**config.mk**
```make
export PLATFORM = sky130hd
export DESIGN_NAME = mips_instr_encoder
export DESIGN_NICKNAME = d
export VERILOG_FILES = /design/src/rtl/mips_instr_encoder.sv
export SDC_FILE = /design/constraint.sdc
export NUM_CORES = 1
export LEC_CHECK = 0
export CORE_MARGIN = 10
export CORE_UTILIZATION = 35
export DETAILED_ROUTE_END_ITERATION = 6
export PLACE_DENSITY_LB_ADDON = 0.25
export SLEW_MARGIN = 10
export SYNTH_ARGS = -nofsm -noshare
export SYNTH_HDL_FRONTEND = slang
export SYNTH_SLANG_ARGS = --single-unit
```
**constraint.sdc**
```tcl
create_clock -name clk -period 2.6 [get_ports clk]
set_input_delay 0.52 -clock clk [delete_from_list [all_inputs] [get_ports clk]]
set_output_delay 0.52 -clock clk [all_outputs]
set_load 0.03 [all_outputs]
```
**src/rtl/mips_instr_encoder.sv**
```systemverilog
// mips_instr_encoder: turns symbolic MIPS instruction requests into 32-bit
// instruction words and streams them into instruction memory at sequential
// byte addresses starting from BASE_ADDR.
//
// Optional build macro ENC_ILLEGAL_TRAP_EN:
//   defined   - illegal requests are handshaken, flag err, and are dropped
//   undefined - illegal requests flag err and are written as a NOP (32'h0)
module mips_instr_encoder #(
   parameter int          DEPTH     = 64,
   parameter logic [31:0] BASE_ADDR = 32'h0000_0000,
   parameter int          CW        = 7
) (
   input  logic          clk,
   input  logic          reset,
   input  logic          clr,
   input  logic          in_valid,
   output logic          in_ready,
   input  logic [2:0]    cls,
   input  logic [2:0]    alusel,
   input  logic [4:0]    rs,
   input  logic [4:0]    rt,
   input  logic [4:0]    rd,
   input  logic [15:0]   imm,
   input  logic [25:0]   target,
   output logic          wr_valid,
   input  logic          wr_ready,
   output logic [31:0]   waddr,
   output logic [31:0]   wdata,
   output logic [CW-1:0] count,
   output logic          done,
   output logic          err
);

   typedef enum logic [1:0] {
      IDLE = 2'd0,
      HOLD = 2'd1,
      FULL = 2'd2
   } state_t;

   localparam logic [31:0] DepthU = DEPTH;

   state_t        state_q, state_d;
   logic [31:0]   waddr_q, waddr_d;
   logic [31:0]   wdata_q, wdata_d;
   logic [CW-1:0] count_q, count_d;
   logic          err_q, err_d;

   logic [31:0]   encWord;
   logic          isIllegal;
   logic [5:0]    funct;
   logic [31:0]   countPlusOne;
   logic          inReady;
   logic          accept;
   logic          loadWord;
   logic          writeFire;

   // Encode the request into a MIPS word and flag classes/ALU codes we cannot encode.
   always_comb begin
      encWord   = 32'h0000_0000;
      isIllegal = 1'b0;
      funct     = 6'b000000;
      case (alusel)
         3'b010:  funct = 6'b100000;
         3'b110:  funct = 6'b100010;
         3'b000:  funct = 6'b100100;
         3'b001:  funct = 6'b100101;
         3'b111:  funct = 6'b101010;
         default: funct = 6'b000000;
      endcase
      case (cls)
         3'd0: begin
            encWord   = {6'b000000, rs, rt, rd, 5'b00000, funct};
            isIllegal = (funct == 6'b000000);
         end
         3'd1:    encWord = {6'b100011, rs, rt, imm};
         3'd2:    encWord = {6'b101011, rs, rt, imm};
         3'd3:    encWord = {6'b000100, rs, rt, imm};
         3'd4:    encWord = {6'b001000, rs, rt, imm};
         3'd5:    encWord = {6'b000010, target};
         default: isIllegal = 1'b1;
      endcase
      if (isIllegal) begin
         encWord = 32'h0000_0000;
      end
   end

   // Handshake qualification: a new request may overlap the final write of a
   // pending word only if that write does not fill the memory.
   always_comb begin
      countPlusOne = {{(32-CW){1'b0}}, count_q} + 32'd1;
      inReady      = (state_q == IDLE) ||
                     ((state_q == HOLD) && wr_ready && (countPlusOne < DepthU));
      accept       = in_valid && inReady;
      writeFire    = (state_q == HOLD) && wr_ready;
`ifdef ENC_ILLEGAL_TRAP_EN
      loadWord     = accept && !isIllegal;
`else
      loadWord     = accept;
`endif
   end

   // Next-state logic: load words, retire writes, and restart on clr.
   always_comb begin
      state_d = state_q;
      waddr_d = waddr_q;
      wdata_d = wdata_q;
      count_d = count_q;
      err_d   = err_q;
      if (accept && isIllegal) begin
         err_d = 1'b1;
      end
      case (state_q)
         IDLE: begin
            if (loadWord) begin
               wdata_d = encWord;
               state_d = HOLD;
            end
         end
         HOLD: begin
            if (writeFire) begin
               waddr_d = waddr_q + 32'd4;
               count_d = countPlusOne[CW-1:0];
               if (countPlusOne == DepthU) begin
                  state_d = FULL;
               end else if (loadWord) begin
                  wdata_d = encWord;
                  state_d = HOLD;
               end else begin
                  state_d = IDLE;
               end
            end
         end
         FULL:    state_d = FULL;
         default: state_d = IDLE;
      endcase
      if (clr) begin
         state_d = IDLE;
         waddr_d = BASE_ADDR;
         wdata_d = wdata_q;
         count_d = '0;
         err_d   = err_q;
      end
   end

   // State registers with synchronous reset.
   always_ff @(posedge clk) begin
      if (reset) begin
         state_q <= IDLE;
         waddr_q <= BASE_ADDR;
         wdata_q <= 32'h0000_0000;
         count_q <= '0;
         err_q   <= 1'b0;
      end else begin
         state_q <= state_d;
         waddr_q <= waddr_d;
         wdata_q <= wdata_d;
         count_q <= count_d;
         err_q   <= err_d;
      end
   end

   assign in_ready = inReady;
   assign wr_valid = (state_q == HOLD);
   assign done     = (state_q == FULL);
   assign waddr    = waddr_q;
   assign wdata    = wdata_q;
   assign count    = count_q;
   assign err      = err_q;

endmodule

```
Yosys cells after proc, flatten, opt, wreduce, memory -nomap -nowiden
Index checks and enable logic that the tools add are counted.
Widths: inputs -> output; s select.
- output and inout port bits: 75
- word-level logic and storage cells: 53
- register bits after elaboration: 74
- bitwise logic cells: 1
- add/subtract/negate cells: 2
- reductions and logical operators: 16
- equality and inequality tests: 15
- mux-type cells: 13
- magnitude comparators: 1
- operators by type and width (operator ; number):
    $pmux 32 s6 ; 1
    $mux 32 ; 4
    $pmux 32 s2 ; 1
    $add 32x3->32 const B ; 1
    $pmux 6 s5 ; 1
    $eq 3x3->1 const B ; 4
    $eq 3x2->1 const B ; 3
    $add 7x1->8 const B ; 1
    $eq 8x7->1 const B ; 1
    $lt 8x7->1 const B ; 1
    $eq 3x1->1 const B ; 2
    $logic_not 3->1 ; 2
    $logic_not 6->1 ; 1
    $mux 2 ; 3
    $pmux 2 s3 ; 1
    $reduce_and 2->1 ; 3
    $reduce_or 5->1 ; 1
    $logic_and 1x1->1 ; 4
    $ne 2x2->1 const B ; 2
    $reduce_and 4->1 ; 1
    $eq 2x1->1 const B ; 1
    $eq 2x2->1 const B ; 1
    $logic_not 2->1 ; 1
    $ne 2x1->1 const B ; 1
    other kinds (6) ; 6

Logic depth before layout (Yosys ltp)
Gate-level depths: netlist of run 1.
- depth after elaboration: 9
- gate-level depth with buffers: 8
- gate-level depth less buffers: 6

Worst setup path before layout of run 1
Ideal clock, no wire load.
- kind: register to register
- from: register count_q[0] (netlist: count[0])
- to: register wdata_q[3] (netlist: wdata[3])
- data arrival time: 2.277 ns
- setup slack: 0.191 ns
- data required time: 2.468 ns
- period minus slack after synthesis: 2.409 ns
- setup time: 0.132 ns
- stages on the path, launching flop included: 9
- path through: dfxtp_1 -> ha_1 -> and4_4 -> a31oi_1 -> or4b_1 -> clkbuf_1 -> clkbuf_1 -> a211oi_1 -> nor3_1
- cells in the longest elaborated chain, start to end: 9
- elaborated cells on any way between the ends: 12
- those cells by class: add/sub: 1; order compare: 1; eq/ne: 2; mux: 4; reduce/logical: 4
- RTL lines (what ; RTL line ; source):
    start: declaration ; 45 ; logic [CW-1:0] count_q, count_d;
    start signal: assignment ; 157 ; count_q <= count_d;
    $add 7x1->8 (*) ; 90 ; countPlusOne = {{(32-CW){1'b0}}, count_q} + 32'd1;
    $lt 8x7->1 ; 92 ; ((state_q == HOLD) && wr_ready && (countPlusOne < DepthU));
    $logic_and 1x1->1 ; 92 ;
    $logic_or 1x1->1 ; 91 ; inReady = (state_q == IDLE) ||
    $logic_and 1x1->1 ; 93 ; accept = in_valid && inReady;
    $mux 32 (3 in a row) ; - ;
    $pmux 32 s2 ; - ;
    end signal: assignment ; 156 ; wdata_q <= wdata_d;
    end: declaration ; 44 ; logic [31:0] wdata_q, wdata_d;
Every way passes the cells marked *; elsewhere a longest branch is shown, timed or not. The select of a mux whose other input is x is not followed.
A chain may end at the register's enable or synchronous reset.

Worst setup path in the final report of run 1
- from: input wr_ready
- to: output in_ready
- cells in the longest elaborated chain, start to end: 3
- RTL lines (what ; RTL line ; source):
    start: declaration ; 26 ; input logic wr_ready,
    $logic_and 1x1->1 (2 in a row) ; 92 ;
    $logic_or 1x1->1 ; 91 ;
    end: declaration ; 17 ; output logic in_ready,
Every way passes these cells.

==> results.sh, run 1 <==
export IMPL_synth_area_per_cell_um2=7.947
export IMPL_gr_total_overflow=0
export IMPL_grt_max_degree=34
export IMPL_cp_start_kind="input pin"
export IMPL_clock_skew_ps=14.18
export IMPL_die_w_um=122.6
export IMPL_coreArea_um2=10280
export IMPL_cts_buffers=9
export IMPL_leakagePower_nw=1.899
export IMPL_wire_per_inst_um=15.34
export IMPL_cp_cell_sequence="clkdlybuf4s50_1 -> nor2b_1 -> a311o_1 -> buf_4 -> nor2_2 -> buf_12"
export IMPL_wl_um=11360
export IMPL_cp_end_kind="output pin"
export IMPL_die_h_um=122.6
export IMPL_cts_htree_levels=3
export IMPL_dieArea_um2=15040
export IMPL_place_congestion=0.8460
export IMPL_crit_type="in -> out"
export IMPL_cap_violations=0
export IMPL_ys_seq_elements=70
export IMPL_reg2reg_from="count[1]"
export IMPL_clk_path_buf_depth=2
export IMPL_clk_latency_ps=350
export IMPL_reg2reg_depth=7
export IMPL_nets=671
export IMPL_syn_area_um2=3687
export IMPL_grt_pass1_wl_um=18310
export IMPL_cts_sinks=70
export IMPL_pin_count=143
export IMPL_post_route_drc_count=0
export IMPL_outcome="finished, final reports clean"
export IMPL_grt_antenna_before_repair=0
export IMPL_netlist_instances=464
export IMPL_synthArstFlopShare=0
export IMPL_setup_violations=0
export IMPL_drt_iter0_drc=284
export IMPL_crit_buf_inv=3
export IMPL_grt_total_usage=0.1476
export IMPL_ff_latch_area_um2=1401
export IMPL_startpoint="wr_ready"
export IMPL_synth_area_leaders="dfxtp_1 38%, nor2_1 5.9%, mux2i_1 5.4%, nand2_1 5.0%, xnor2_1 5.0%"
export IMPL_crit_path_max_incr_delay_ps=550
export IMPL_n_fill_cell=1009
export IMPL_yosysUniqueCellTypes=48
export IMPL_power_per_cell_area_nw_per_um2=450.5
export IMPL_antenna_cells=0
export IMPL_via_count=3734
export IMPL_totalPowerFinal_mw=2.471
export IMPL_synth_edf_count=0
export IMPL_postLayoutCoreUtil=0.5336
export IMPL_area_delta_synth_final_pct=48.73
export IMPL_ys_seq_area_frac=0.3800
export IMPL_ys_flop_type="dfxtp_1"
export IMPL_path_max_fanout=5
export IMPL_cp_top_family="buffers and inverters"
export IMPL_finalSetupTns_ps=0
export IMPL_hold_class="reg -> reg"
export IMPL_arrival_ps=1940
export IMPL_viasPerCell=5.039
export IMPL_synth_top_area_cell="dfxtp_1"
export IMPL_peakVddDrop_mv=0.2453
export IMPL_multi_input_area_um2=2105
export IMPL_port_buffers=139
export IMPL_hold_viol_final=0
export IMPL_yosysWarnings=0
export IMPL_ctsHoldBuffers=0
export IMPL_cts_tree="yes"
export IMPL_start_util=0.3588
export IMPL_crit_slowest_cell="clkdlybuf4s50_1"
export IMPL_layout_drive_gt1_share=0.08264
export IMPL_rows=37
export IMPL_max_freq_mhz=406.2
export IMPL_min_from="wdata[20]"
export IMPL_yosysTopAreaCellShare=0.3800
export IMPL_drt_pass1_iterations=4
export IMPL_holdPathStages=2
export IMPL_dp_hpwl_um=8698
export IMPL_rsz0062_at_grt="no"
export IMPL_ant_nets=0
export IMPL_period_needed_ps=2462
export IMPL_cts_root_buf="clkbuf_8"
export IMPL_finalCritPeriodShare=0.9468
export IMPL_required_ps=2080
export IMPL_grt_pass1_vias=3695
export IMPL_cts_clk_slew_worst_paths_ps=80
export IMPL_slew_viol_final=0
export IMPL_cp_num_cells=6
export IMPL_whs_ps=453.5
[report_power, final]
group / switching (mW) / total [mW] / leakage (nW) / internal [mW]
sequential: 0.0173 / 1.12 / 0.568 / 1.10
clock: 0.434 / 0.908 / 0.103 / 0.474
combinational: 0.223 / 0.446 / 1.23 / 0.223
total: 0.675 / 2.47 / 1.90 / 1.80
[cells in the final DEF (no fill, tap or decap), drive strengths merged, types with 14 or more instances in the layout]
master / n
buf: 18
clkdlybuf4s50: 138
inv: 17
nand2: 49
xnor2: 21
nand4: 14
nor3: 17
nor2: 58
mux2i: 20
dfxtp: 70
a21oi: 32
nand3: 21
[Yosys cell counts (all sizes together), types with 3 or more instances]
cell type / count
dfxtp: 70
nor2: 58
nand2: 49
a21oi: 32
clkbuf: 23
nand3: 21
xnor2: 21
mux2i: 20
nor3: 17
inv: 16
nand4: 14
o21ai: 13
or3: 11
buf: 10
mux2: 10
nor4: 8
xor2: 8
a211oi: 7
and4: 6
a22oi: 5
nor2b: 5
nand2b: 4
and2: 3
ha: 3
nand3b: 3
or2: 3
[worst min-delay path, delay by kind of cell, from the launching register on]
family	cells	cell delay [ps]
and+or+nand+nor	1	50
DFF	1	310
AOI/OAI and AO/OA	1	50
[timing repair]
action                                  4_1_cts  5_1_grt
endpoints found under the setup margin        1        1
gates cloned                                  0        0
buffers inserted                              0        0
gates resized for setup                       1        1
[cell type report]
cell class | instances | share of cell area
well taps | 136 | 0.03103
clock buffers | 10 | 0.02510
flip-flops and latches | 70 | 0.2555
repair buffers | 156 | 0.2811
multi-input cells | 347 | 0.3838
inverters | 16 | 0.01095
clock inverters | 6 | 0.01255
[per-layer routing]
| layer | global-route usage | vias to the layer above | wire (µm) |
|---|---|---|---|
| met5 | 0 | - | 0 |
| met4 | 0.03976 | 0 | 115 |
| met3 | 0.06152 | 13 | 1109 |
| met2 | 0.2520 | 114 | 5402 |
| met1 | 0.1663 | 1721 | 4736 |
| li1 | - | 1886 | - |
[state kept, by name, summed over array words and instances, names as in the netlist]
| register | count |
|---|---|
| waddr | 30 |
| wdata | 30 |
| count | 7 |
| state_q | 2 |
| err | 1 |
[through the flow]
step	worst slack (ps)	std cells	cell area (µm²)
after CTS	75.63	741	5482
after detailed placement	-46.96	725	5273
after floorplan	191.0	466	3695
after global routing	60.08	741	5484
after global placement	-6.332	725	5273
final	138.4	741	5484
[cells by family (layout without fill, tap and decap cells)]
family	after synthesis	count (layout)	share of synthesized area
xor+xnor	29	29	0.06889
compound gates	73	73	0.1211
fa+ha+maj	3	3	0.01018
mux	30	30	0.08483
other cells	1	3	0.001017
simple gates	209	209	0.2796
flops	70	70	0.3800
buf+inv	49	188	0.05429
[final timing paths]
path,to,slack (ps)
setup / recovery,in_ready,140
hold / removal,wdata[20],450
setup reg to reg,wdata[8],270
hold reg to reg,wdata[20],450
No activity file was read; power rests on OpenSTA's default activity.
==> run 2: changes to the inputs <==
--- a/config.mk
+++ b/config.mk
@@ -8,6 +8,7 @@
 export CORE_MARGIN = 10
 export CORE_UTILIZATION = 35
 export DETAILED_ROUTE_END_ITERATION = 6
+export HOLD_SLACK_MARGIN = 0.02
 export PLACE_DENSITY_LB_ADDON = 0.25
 export SLEW_MARGIN = 10
 export SYNTH_ARGS = -nofsm -noshare
==> results of run 2 <==
The final DEF is identical to that of run 1; final timing and power are the same.
